$ cat config.mk
export PLATFORM = sky130hd
export DESIGN_NAME = id_ex_stage
export DESIGN_NICKNAME = d
export VERILOG_FILES = /design/src/rtl/rv_pkg.sv /design/src/rtl/fwd_mux.sv /design/src/rtl/id_ex_stage.sv
export SDC_FILE = /design/constraint.sdc
export NUM_CORES = 1
export LEC_CHECK = 0
export CAP_MARGIN = 20
export CORE_MARGIN = 10
export CORE_UTILIZATION = 40
export CTS_BUF_LIST = sky130_fd_sc_hd__clkbuf_4 sky130_fd_sc_hd__clkbuf_8
export DETAILED_ROUTE_END_ITERATION = 10
export MAX_ROUTING_LAYER = met4
export PLACE_DENSITY = 0.79
export SLEW_MARGIN = 20
export SYNTH_ARGS = -nofsm -noshare
export SYNTH_HDL_FRONTEND = slang
export SYNTH_SLANG_ARGS = --single-unit
export TNS_END_PERCENT = 5
$ cat constraint.sdc
create_clock -name clk -period 4.6 [get_ports clk]
set_input_delay 0.69 -clock clk [delete_from_list [all_inputs] [get_ports clk]]
set_output_delay 0.69 -clock clk [all_outputs]
set_load 0.005 [all_outputs]
$ cat src/rtl/rv_pkg.sv
// Shared definitions for the integer pipeline: ALU op encodings and datapath
// width defaults used by the ID/EX stage and its forwarding muxes.
package rv_pkg;

    localparam int XLEN_DEF       = 32;
    localparam int REG_ADDR_W_DEF = 5;

    localparam logic [2:0] ALU_ADD  = 3'b000;
    localparam logic [2:0] ALU_SLL  = 3'b001;
    localparam logic [2:0] ALU_SLT  = 3'b010;
    localparam logic [2:0] ALU_SLTU = 3'b011;
    localparam logic [2:0] ALU_XOR  = 3'b100;
    localparam logic [2:0] ALU_SR   = 3'b101;
    localparam logic [2:0] ALU_OR   = 3'b110;
    localparam logic [2:0] ALU_AND  = 3'b111;

endpackage

$ cat src/rtl/fwd_mux.sv
// Forwarding select for one source operand: EX/MEM beats MEM/WB, which beats
// the stored register-file value. Register x0 is never forwarded.
module fwd_mux
    import rv_pkg::*;
#(
    parameter int XLEN       = XLEN_DEF,
    parameter int REG_ADDR_W = REG_ADDR_W_DEF
) (
    input  logic [REG_ADDR_W-1:0] rs_addr,
    input  logic [XLEN-1:0]       rs_data,
    input  logic                  exm_reg_write,
    input  logic [REG_ADDR_W-1:0] exm_rd,
    input  logic [XLEN-1:0]       exm_data,
    input  logic                  mwb_reg_write,
    input  logic [REG_ADDR_W-1:0] mwb_rd,
    input  logic [XLEN-1:0]       mwb_data,
    output logic [XLEN-1:0]       fwd_data
);

    logic exm_hit;
    logic mwb_hit;

    always_comb begin
        exm_hit = exm_reg_write && (exm_rd == rs_addr) && (exm_rd != '0);
        mwb_hit = mwb_reg_write && (mwb_rd == rs_addr) && (mwb_rd != '0);
        fwd_data = rs_data;
        if (exm_hit) begin
            fwd_data = exm_data;
        end else if (mwb_hit) begin
            fwd_data = mwb_data;
        end
    end

endmodule

$ cat src/rtl/id_ex_stage.sv
// ID/EX pipeline register with stall/flush handling, operand forwarding and
// ALU operand selection feeding the execute stage directly.
module id_ex_stage
    import rv_pkg::*;
#(
    parameter int XLEN       = XLEN_DEF,
    parameter int REG_ADDR_W = REG_ADDR_W_DEF
) (
    input  logic                  clk,
    input  logic                  rst,
    input  logic                  id_valid,
    input  logic [XLEN-1:0]       id_pc,
    input  logic [XLEN-1:0]       id_rs1_data,
    input  logic [XLEN-1:0]       id_rs2_data,
    input  logic [REG_ADDR_W-1:0] id_rs1_addr,
    input  logic [REG_ADDR_W-1:0] id_rs2_addr,
    input  logic [REG_ADDR_W-1:0] id_rd_addr,
    input  logic [XLEN-1:0]       id_imm,
    input  logic [2:0]            id_funct3,
    input  logic                  id_op_extend,
    input  logic                  id_src1_pc,
    input  logic                  id_src2_imm,
    input  logic                  id_reg_write,
    input  logic                  stall,
    input  logic                  flush,
    input  logic                  exm_reg_write,
    input  logic [REG_ADDR_W-1:0] exm_rd,
    input  logic [XLEN-1:0]       exm_data,
    input  logic                  mwb_reg_write,
    input  logic [REG_ADDR_W-1:0] mwb_rd,
    input  logic [XLEN-1:0]       mwb_data,
    output logic                  ex_valid,
    output logic [XLEN-1:0]       ex_scr1,
    output logic [XLEN-1:0]       ex_scr2,
    output logic [2:0]            ex_op,
    output logic                  ex_op_extend,
    output logic [XLEN-1:0]       ex_rs2_fwd,
    output logic [REG_ADDR_W-1:0] ex_rd_addr,
    output logic                  ex_reg_write,
    output logic [XLEN-1:0]       ex_pc
);

    logic                  valid_q,     valid_d;
    logic [XLEN-1:0]       pc_q,        pc_d;
    logic [XLEN-1:0]       rs1_data_q,  rs1_data_d;
    logic [XLEN-1:0]       rs2_data_q,  rs2_data_d;
    logic [REG_ADDR_W-1:0] rs1_addr_q,  rs1_addr_d;
    logic [REG_ADDR_W-1:0] rs2_addr_q,  rs2_addr_d;
    logic [REG_ADDR_W-1:0] rd_addr_q,   rd_addr_d;
    logic [XLEN-1:0]       imm_q,       imm_d;
    logic [2:0]            funct3_q,    funct3_d;
    logic                  op_extend_q, op_extend_d;
    logic                  src1_pc_q,   src1_pc_d;
    logic                  src2_imm_q,  src2_imm_d;
    logic                  reg_write_q, reg_write_d;

    logic [XLEN-1:0] fwd1;
    logic [XLEN-1:0] fwd2;

    fwd_mux #(.XLEN(XLEN), .REG_ADDR_W(REG_ADDR_W)) u_fwd_rs1 (
        .rs_addr       (rs1_addr_q),
        .rs_data       (rs1_data_q),
        .exm_reg_write (exm_reg_write),
        .exm_rd        (exm_rd),
        .exm_data      (exm_data),
        .mwb_reg_write (mwb_reg_write),
        .mwb_rd        (mwb_rd),
        .mwb_data      (mwb_data),
        .fwd_data      (fwd1)
    );

    fwd_mux #(.XLEN(XLEN), .REG_ADDR_W(REG_ADDR_W)) u_fwd_rs2 (
        .rs_addr       (rs2_addr_q),
        .rs_data       (rs2_data_q),
        .exm_reg_write (exm_reg_write),
        .exm_rd        (exm_rd),
        .exm_data      (exm_data),
        .mwb_reg_write (mwb_reg_write),
        .mwb_rd        (mwb_rd),
        .mwb_data      (mwb_data),
        .fwd_data      (fwd2)
    );

    // While stalled, operand data re-latches the forwarded value so a MEM/WB
    // result that retires during the stall is not lost.
    always_comb begin
        valid_d     = valid_q;
        pc_d        = pc_q;
        rs1_data_d  = rs1_data_q;
        rs2_data_d  = rs2_data_q;
        rs1_addr_d  = rs1_addr_q;
        rs2_addr_d  = rs2_addr_q;
        rd_addr_d   = rd_addr_q;
        imm_d       = imm_q;
        funct3_d    = funct3_q;
        op_extend_d = op_extend_q;
        src1_pc_d   = src1_pc_q;
        src2_imm_d  = src2_imm_q;
        reg_write_d = reg_write_q;
        if (flush) begin
            valid_d     = 1'b0;
            pc_d        = '0;
            rs1_data_d  = '0;
            rs2_data_d  = '0;
            rs1_addr_d  = '0;
            rs2_addr_d  = '0;
            rd_addr_d   = '0;
            imm_d       = '0;
            funct3_d    = ALU_ADD;
            op_extend_d = 1'b0;
            src1_pc_d   = 1'b0;
            src2_imm_d  = 1'b0;
            reg_write_d = 1'b0;
        end else if (stall) begin
            rs1_data_d = fwd1;
            rs2_data_d = fwd2;
        end else begin
            valid_d     = id_valid;
            pc_d        = id_pc;
            rs1_data_d  = id_rs1_data;
            rs2_data_d  = id_rs2_data;
            rs1_addr_d  = id_rs1_addr;
            rs2_addr_d  = id_rs2_addr;
            rd_addr_d   = id_rd_addr;
            imm_d       = id_imm;
            funct3_d    = id_funct3;
            op_extend_d = id_op_extend;
            src1_pc_d   = id_src1_pc;
            src2_imm_d  = id_src2_imm;
            reg_write_d = id_reg_write;
        end
    end

    always_ff @(posedge clk or posedge rst) begin
        if (rst) begin
            valid_q     <= 1'b0;
            pc_q        <= '0;
            rs1_data_q  <= '0;
            rs2_data_q  <= '0;
            rs1_addr_q  <= '0;
            rs2_addr_q  <= '0;
            rd_addr_q   <= '0;
            imm_q       <= '0;
            funct3_q    <= '0;
            op_extend_q <= 1'b0;
            src1_pc_q   <= 1'b0;
            src2_imm_q  <= 1'b0;
            reg_write_q <= 1'b0;
        end else begin
            valid_q     <= valid_d;
            pc_q        <= pc_d;
            rs1_data_q  <= rs1_data_d;
            rs2_data_q  <= rs2_data_d;
            rs1_addr_q  <= rs1_addr_d;
            rs2_addr_q  <= rs2_addr_d;
            rd_addr_q   <= rd_addr_d;
            imm_q       <= imm_d;
            funct3_q    <= funct3_d;
            op_extend_q <= op_extend_d;
            src1_pc_q   <= src1_pc_d;
            src2_imm_q  <= src2_imm_d;
            reg_write_q <= reg_write_d;
        end
    end

    always_comb begin
        ex_valid     = valid_q;
        ex_scr1      = src1_pc_q ? pc_q : fwd1;
        ex_scr2      = src2_imm_q ? imm_q : fwd2;
        ex_op        = funct3_q;
        ex_op_extend = op_extend_q;
        ex_rs2_fwd   = fwd2;
        ex_rd_addr   = rd_addr_q;
        ex_reg_write = reg_write_q && valid_q && (rd_addr_q != '0);
        ex_pc        = pc_q;
    end

endmodule

# ---- Word-level counts from Yosys, hierarchy flattened
# Index checks and enable logic that the tools add are counted.
dict set report op_classes {
  n_mux 32
  n_eq_ne 5
  reduce_logical 13
}
# operator n
set op_table {}
lappend op_table {{$mux W32} 14}
lappend op_table {{$mux W5} 6}
lappend op_table {{$eq A5 B5 Y1} 4}
lappend op_table {{$reduce_bool A5 Y1} 3}
lappend op_table {{$logic_and A1 B1 Y1} 10}
lappend op_table {{$mux W1} 10}
lappend op_table {{$mux W3} 2}
lappend op_table {{$ne A2 B1 Y1 const B} 1}
dict set report word_totals {
  inputBits 231
  word_cells 63
  reg_bits 151
  out_inout_bits 139
}

# ---- Longest topological paths before layout
dict set report depth {
  depth_word 7
  ltp_mapped 7
  mapped_depth_nobuf 5
}

# ---- Modules after synthesis
# A second synthesis with hierarchy kept.
dict set report hier_totals {
  hier_cells 922
  area_unflattened_um2 10027.1
}
# mod cells_each n_inst area_each_um2
set by_module_without_submodules {}
lappend by_module_without_submodules {id_ex_stage 562 1 6916.6}
lappend by_module_without_submodules {fwd_mux 180 2 1555.2}

# ---- Worst setup path after synthesis
# Ideal clock, no wire load.
dict set report synth_timing {
  path_type {input port to output port}
  startpoint {input port exm_rd[0]}
  endpoint {output port ex_scr2[0]}
  arrival_time_ns 2.226
  cell_stages 7
  slack_ns 1.684
  cell_sequence {or4_4 o21ai_4 or3_1 buf_6 buf_12 a31oi_4 mux2_2}
}
dict set report synth_via {
  elab_chain_len 5
}
# element line
set synth_lines {}
lappend synth_lines {{start: declaration} id_ex_stage.sv:27} ;# input logic [REG_ADDR_W-1:0] exm_rd,
lappend synth_lines {{$eq A5 B5 Y1} fwd_mux.sv:24} ;# exm_hit = exm_reg_write && (exm_rd == rs_addr) && (exm_rd != '0);
lappend synth_lines {{$logic_and A1 B1 Y1} fwd_mux.sv:24}
lappend synth_lines {{$logic_and A1 B1 Y1 (*)} fwd_mux.sv:24}
lappend synth_lines {{$mux W32 (*)} fwd_mux.sv:27} ;# if (exm_hit) begin
lappend synth_lines {{via ex_rs2_fwd[0]} id_ex_stage.sv:37} ;# output logic [XLEN-1:0] ex_rs2_fwd,
lappend synth_lines {{$mux W32 (*)} id_ex_stage.sv:169} ;# ex_scr2 = src2_imm_q ? imm_q : fwd2;
lappend synth_lines {{end: declaration} id_ex_stage.sv:34} ;# output logic [XLEN-1:0] ex_scr2,
# Mark *: on every way through the listed nets, which the timed path passes. The rest lies on a longest branch.

# ---- Worst setup path after layout
dict set report layout_timing {
  startpoint {input port mwb_rd[4]}
  endpoint {output port ex_scr2[24]}
}
dict set report layout_via {
  elab_chain_len 6
}
# element line
set layout_lines {}
lappend layout_lines {{start: declaration} id_ex_stage.sv:30} ;# input logic [REG_ADDR_W-1:0] mwb_rd,
lappend layout_lines {{$eq A5 B5 Y1} fwd_mux.sv:25} ;# mwb_hit = mwb_reg_write && (mwb_rd == rs_addr) && (mwb_rd != '0);
lappend layout_lines {{$logic_and A1 B1 Y1} fwd_mux.sv:25}
lappend layout_lines {{$logic_and A1 B1 Y1 (*)} fwd_mux.sv:25}
lappend layout_lines {{$mux W32 (*)} fwd_mux.sv:29} ;# end else if (mwb_hit) begin
lappend layout_lines {{$mux W32 (*)} fwd_mux.sv:27}
lappend layout_lines {{$mux W32 (*)} id_ex_stage.sv:169}
# Every way passes the cells marked *; elsewhere a longest branch is shown, timed or not.

==> metrics <==
CTS Root Cell=clkbuf_8; row cnt=54; M1 GR Usage=a little over 30%; ys flop type=dfrtp_1; asr flop ratio synth=100%; Max Slew Vio Count=0; Die Height=169 µm; Routed wire per std cell=25.7 µm; syn nets=about 1,100; drt drc=0; ratio of cells with drive above 1 in the final layout=12.2%; area of the mapped netlist=slightly below 9000 µm²; f_max=approximately 240 MHz; Period Utilization, post-route=90.2%; DP HPWL=27,700 µm; max_cap viols=0; reg2reg start=rs1_addr_q[2]; GR peak layer=met2; post-synthesis sequential area ratio=42.6%; Die W=about 170 µm; Syn Area/Cell=10.5 µm²; EDFF count, synth=0; # IOs=370; Final Wtd Congestion=slightly below 0.9; via count=8,596; GRT met3 Usage=about 6.3%; Final Setup Violations=0; dpl cell area=~13,000 µm²; Hold Crit Start=imm_q[0]; post-CTS sizing=0; Clock Tree Buf Depth=2; PwrDens=between 200 and 300 nW/µm²; Die Area=28,500 µm²; Hold Path Stages=2; total CTS buffers=17; min cycle time layout=4.15 ns; H-tree depth=4; Post-Route Setup TNS=0 ns; Worst-Margin Slew=1.02 ns; register-to-register path setup slack=1.98 ns; initial detailed-routing violation count=717; Storage cell area=3780 µm²; RSZ-0062 raised after global routing=no; Worst Path Max Fanout=16; Core Region=21,800 µm²; Peak supply drop=0.171 mV; crit path kind=input port to output port; Worst slew margin=31.7%; area grow syn2layout=49.9%; initial core utilization=40.6%; synth unique cells=37; Nets=1,406; Global Route met2 Usage=42.0%; Fillers=1,806; Non-Filler Instances=1,468; CP required=3.91 ns; cells after synthesis=842; Port Buf Inserts=369; Yosys warning count=0; largest net degree at the start of global routing=slightly below 70; Layout Skew=0.0186 ns; Register-to-Register Path Depth=5; CTS tree=done; status=completed; worst skew pair latency=approximately 0.45 ns; Hold WC Path Type=flop to flop; multi-input logic area=approximately 4600 µm²; Worst setup SP type=input port; Critical Path End Type=output port; Seq cells post-synth=151; vias in the first global route=9,037; drt first pass iters=5; hold_buf cts=0; clock sink count=151; Vias per Instance=a little under 6; design area=13,300 µm²; Crit path arrival time=roughly 3.5 ns; grt ovf=0; initial antenna violation count=1; global-route wire length before repair=56,100 µm; RR Endpoint=rs1_data_q[23]; Final Hold Viols=0; Total GRT Usage=25.9%; hold slack=0.527 ns; post-route ant nets=0; P_leak=5.45 nW; setup bufs post-CTS=0; routed wire length=37,800 µm; Worst-path clk slew=0.08 ns; Post-Place Cells=1,435; WHS Endpoint=imm_q[0]
[logic make-up (layout without fill, tap and decap cells)]
| group | count (synthesis) | count (layout) | synth area share (%) |
|---|---|---|---|
| mux | 151 | 151 | 17.5 |
| flops | 151 | 151 | 42.6 |
| other cells | 0 | 1 | 0 |
| compound gates | 198 | 198 | 21.1 |
| xor+xnor | 20 | 20 | 1.98 |
| simple gates | 202 | 202 | 10.8 |
| buf+inv | 120 | 465 | 5.94 |
[power breakdown]
group	internal, mW	switching [mW]	total [mW]
Clock	0.572	0.539	1.11
Sequential	1.40	0.0562	1.46
Combinational	0.556	0.459	1.01
Total	2.53	1.05	3.59
[registers in the layout, summed over array words and instances (netlist names)]
name and count:
ex_pc 32, src2_imm_q 1, rs2_data_q 32, rs1_data_q 32, rs2_addr_q 5, ex_op_extend 1, ex_rd_addr 5, ex_valid 1
reg_write_q 1, imm_q 32, ex_op 3, src1_pc_q 1, rs1_addr_q 5
[synthesized netlist by cell type (all sizes together), types with 2 or more instances]
| library cell | instances | area share, % |
|---|---|---|
| mux2 | 32 | 4.1 |
| mux2i | 119 | 13 |
| o221ai | 32 | 3.2 |
| xor2 | 2 | 0.20 |
| inv | 34 | 1.4 |
| buf | 25 | 1.9 |
| or4 | 2 | 0.21 |
| nand3 | 4 | 0.23 |
| o22ai | 32 | 2.3 |
| dfrtp | 151 | 43 |
| a31oi | 32 | 7.3 |
| nand4 | 33 | 2.3 |
| nand2 | 35 | 1.5 |
| nor4 | 33 | 2.4 |
| clkbuf | 61 | 2.6 |
| xnor2 | 18 | 1.8 |
| o31ai | 32 | 2.7 |
| or3 | 3 | 0.21 |
| a21oi | 33 | 1.9 |
| a22o | 32 | 3.2 |
| nor2 | 89 | 3.8 |
| o21ai | 2 | 0.28 |
[worst max-delay path by stage]
| stage | start | to | cells after the start | slack [ns] |
|---|---|---|---|---|
| after global placement | mwb_rd[3] | ex_scr2[28] | 7 | 0.52 |
| after global routing | mwb_rd[0] | ex_scr2[31] | 8 | 0.32 |
| after floorplan | exm_rd[0] | ex_scr2[0] | 7 | 1.68 |
| after detailed placement | mwb_rd[4] | ex_scr2[21] | 8 | 0.47 |
| after CTS | mwb_rd[4] | ex_scr2[28] | 8 | 0.47 |
| final | mwb_rd[4] | ex_scr2[24] | 8 | 0.45 |
[cell type report]
type,count,share of cell area (%)
Multi-Input combinational cell,571,34.8
Timing Repair Buffer,400,30.0
Sequential cell,151,28.4
Tap cell,280,2.64
Clock buffer,20,2.02
Clock inverter,11,1.10
Inverter,34,0.988
Antenna cell,1,0.0188
[metrics by stage]
step           setup slack [ns]  util, %  total power, mW
2_1_floorplan              1.68        -             1.89
3_3_place_gp              0.524     58.9             2.47
3_5_place_dp              0.468     58.9             2.49
4_1_cts                   0.466     60.8             3.60
5_1_grt                   0.315     60.9             3.73
6_report                  0.451     60.9             3.59
[worst max-delay path: stages]
cell and delay, ns:
clkdlybuf4s50_1 0.49, or4_1 0.60, o21ai_4 0.29, buf_4 0.30
o31ai_1 0.16, a31oi_4 0.23, mux2_2 0.18, clkdlybuf4s50_1 0.52
[layer usage]
| metal | vias up | share of wire [%] |
|---|---|---|
| met2 | 447 | 49 |
| met4 | 0 | 2.9 |
| met5 | - | 0 |
| met3 | 70 | 7.4 |
| li1 | 3816 | - |
| met1 | 4263 | 41 |
[cell usage in the layout (no fill, tap or decap), types with 2 or more instances in the layout]
cell type	Yosys	routed
a21oi_1	32	32
a22o_1	32	32
a31oi_1	2	2
a31oi_4	30	30
buf_12	3	5
buf_4	1	28
bufinv_16	0	3
clkbuf_8	0	19
clkdlybuf4s50_1	0	367
clkinv_2	0	3
clkinvlp_4	0	3
dfrtp_1	151	150
inv_1	34	33
inv_6	0	3
mux2_2	32	32
mux2i_1	119	119
nand2_1	35	33
nand2_2	0	2
nand3_2	0	3
nand4_1	33	33
nor2_1	89	88
nor4_1	32	32
o21ai_4	1	2
o221ai_1	32	32
o22ai_1	32	32
o31ai_1	32	32
or3_1	3	2
xnor2_1	18	18
xor2_1	2	2
Power figures use the tool's default switching activity.
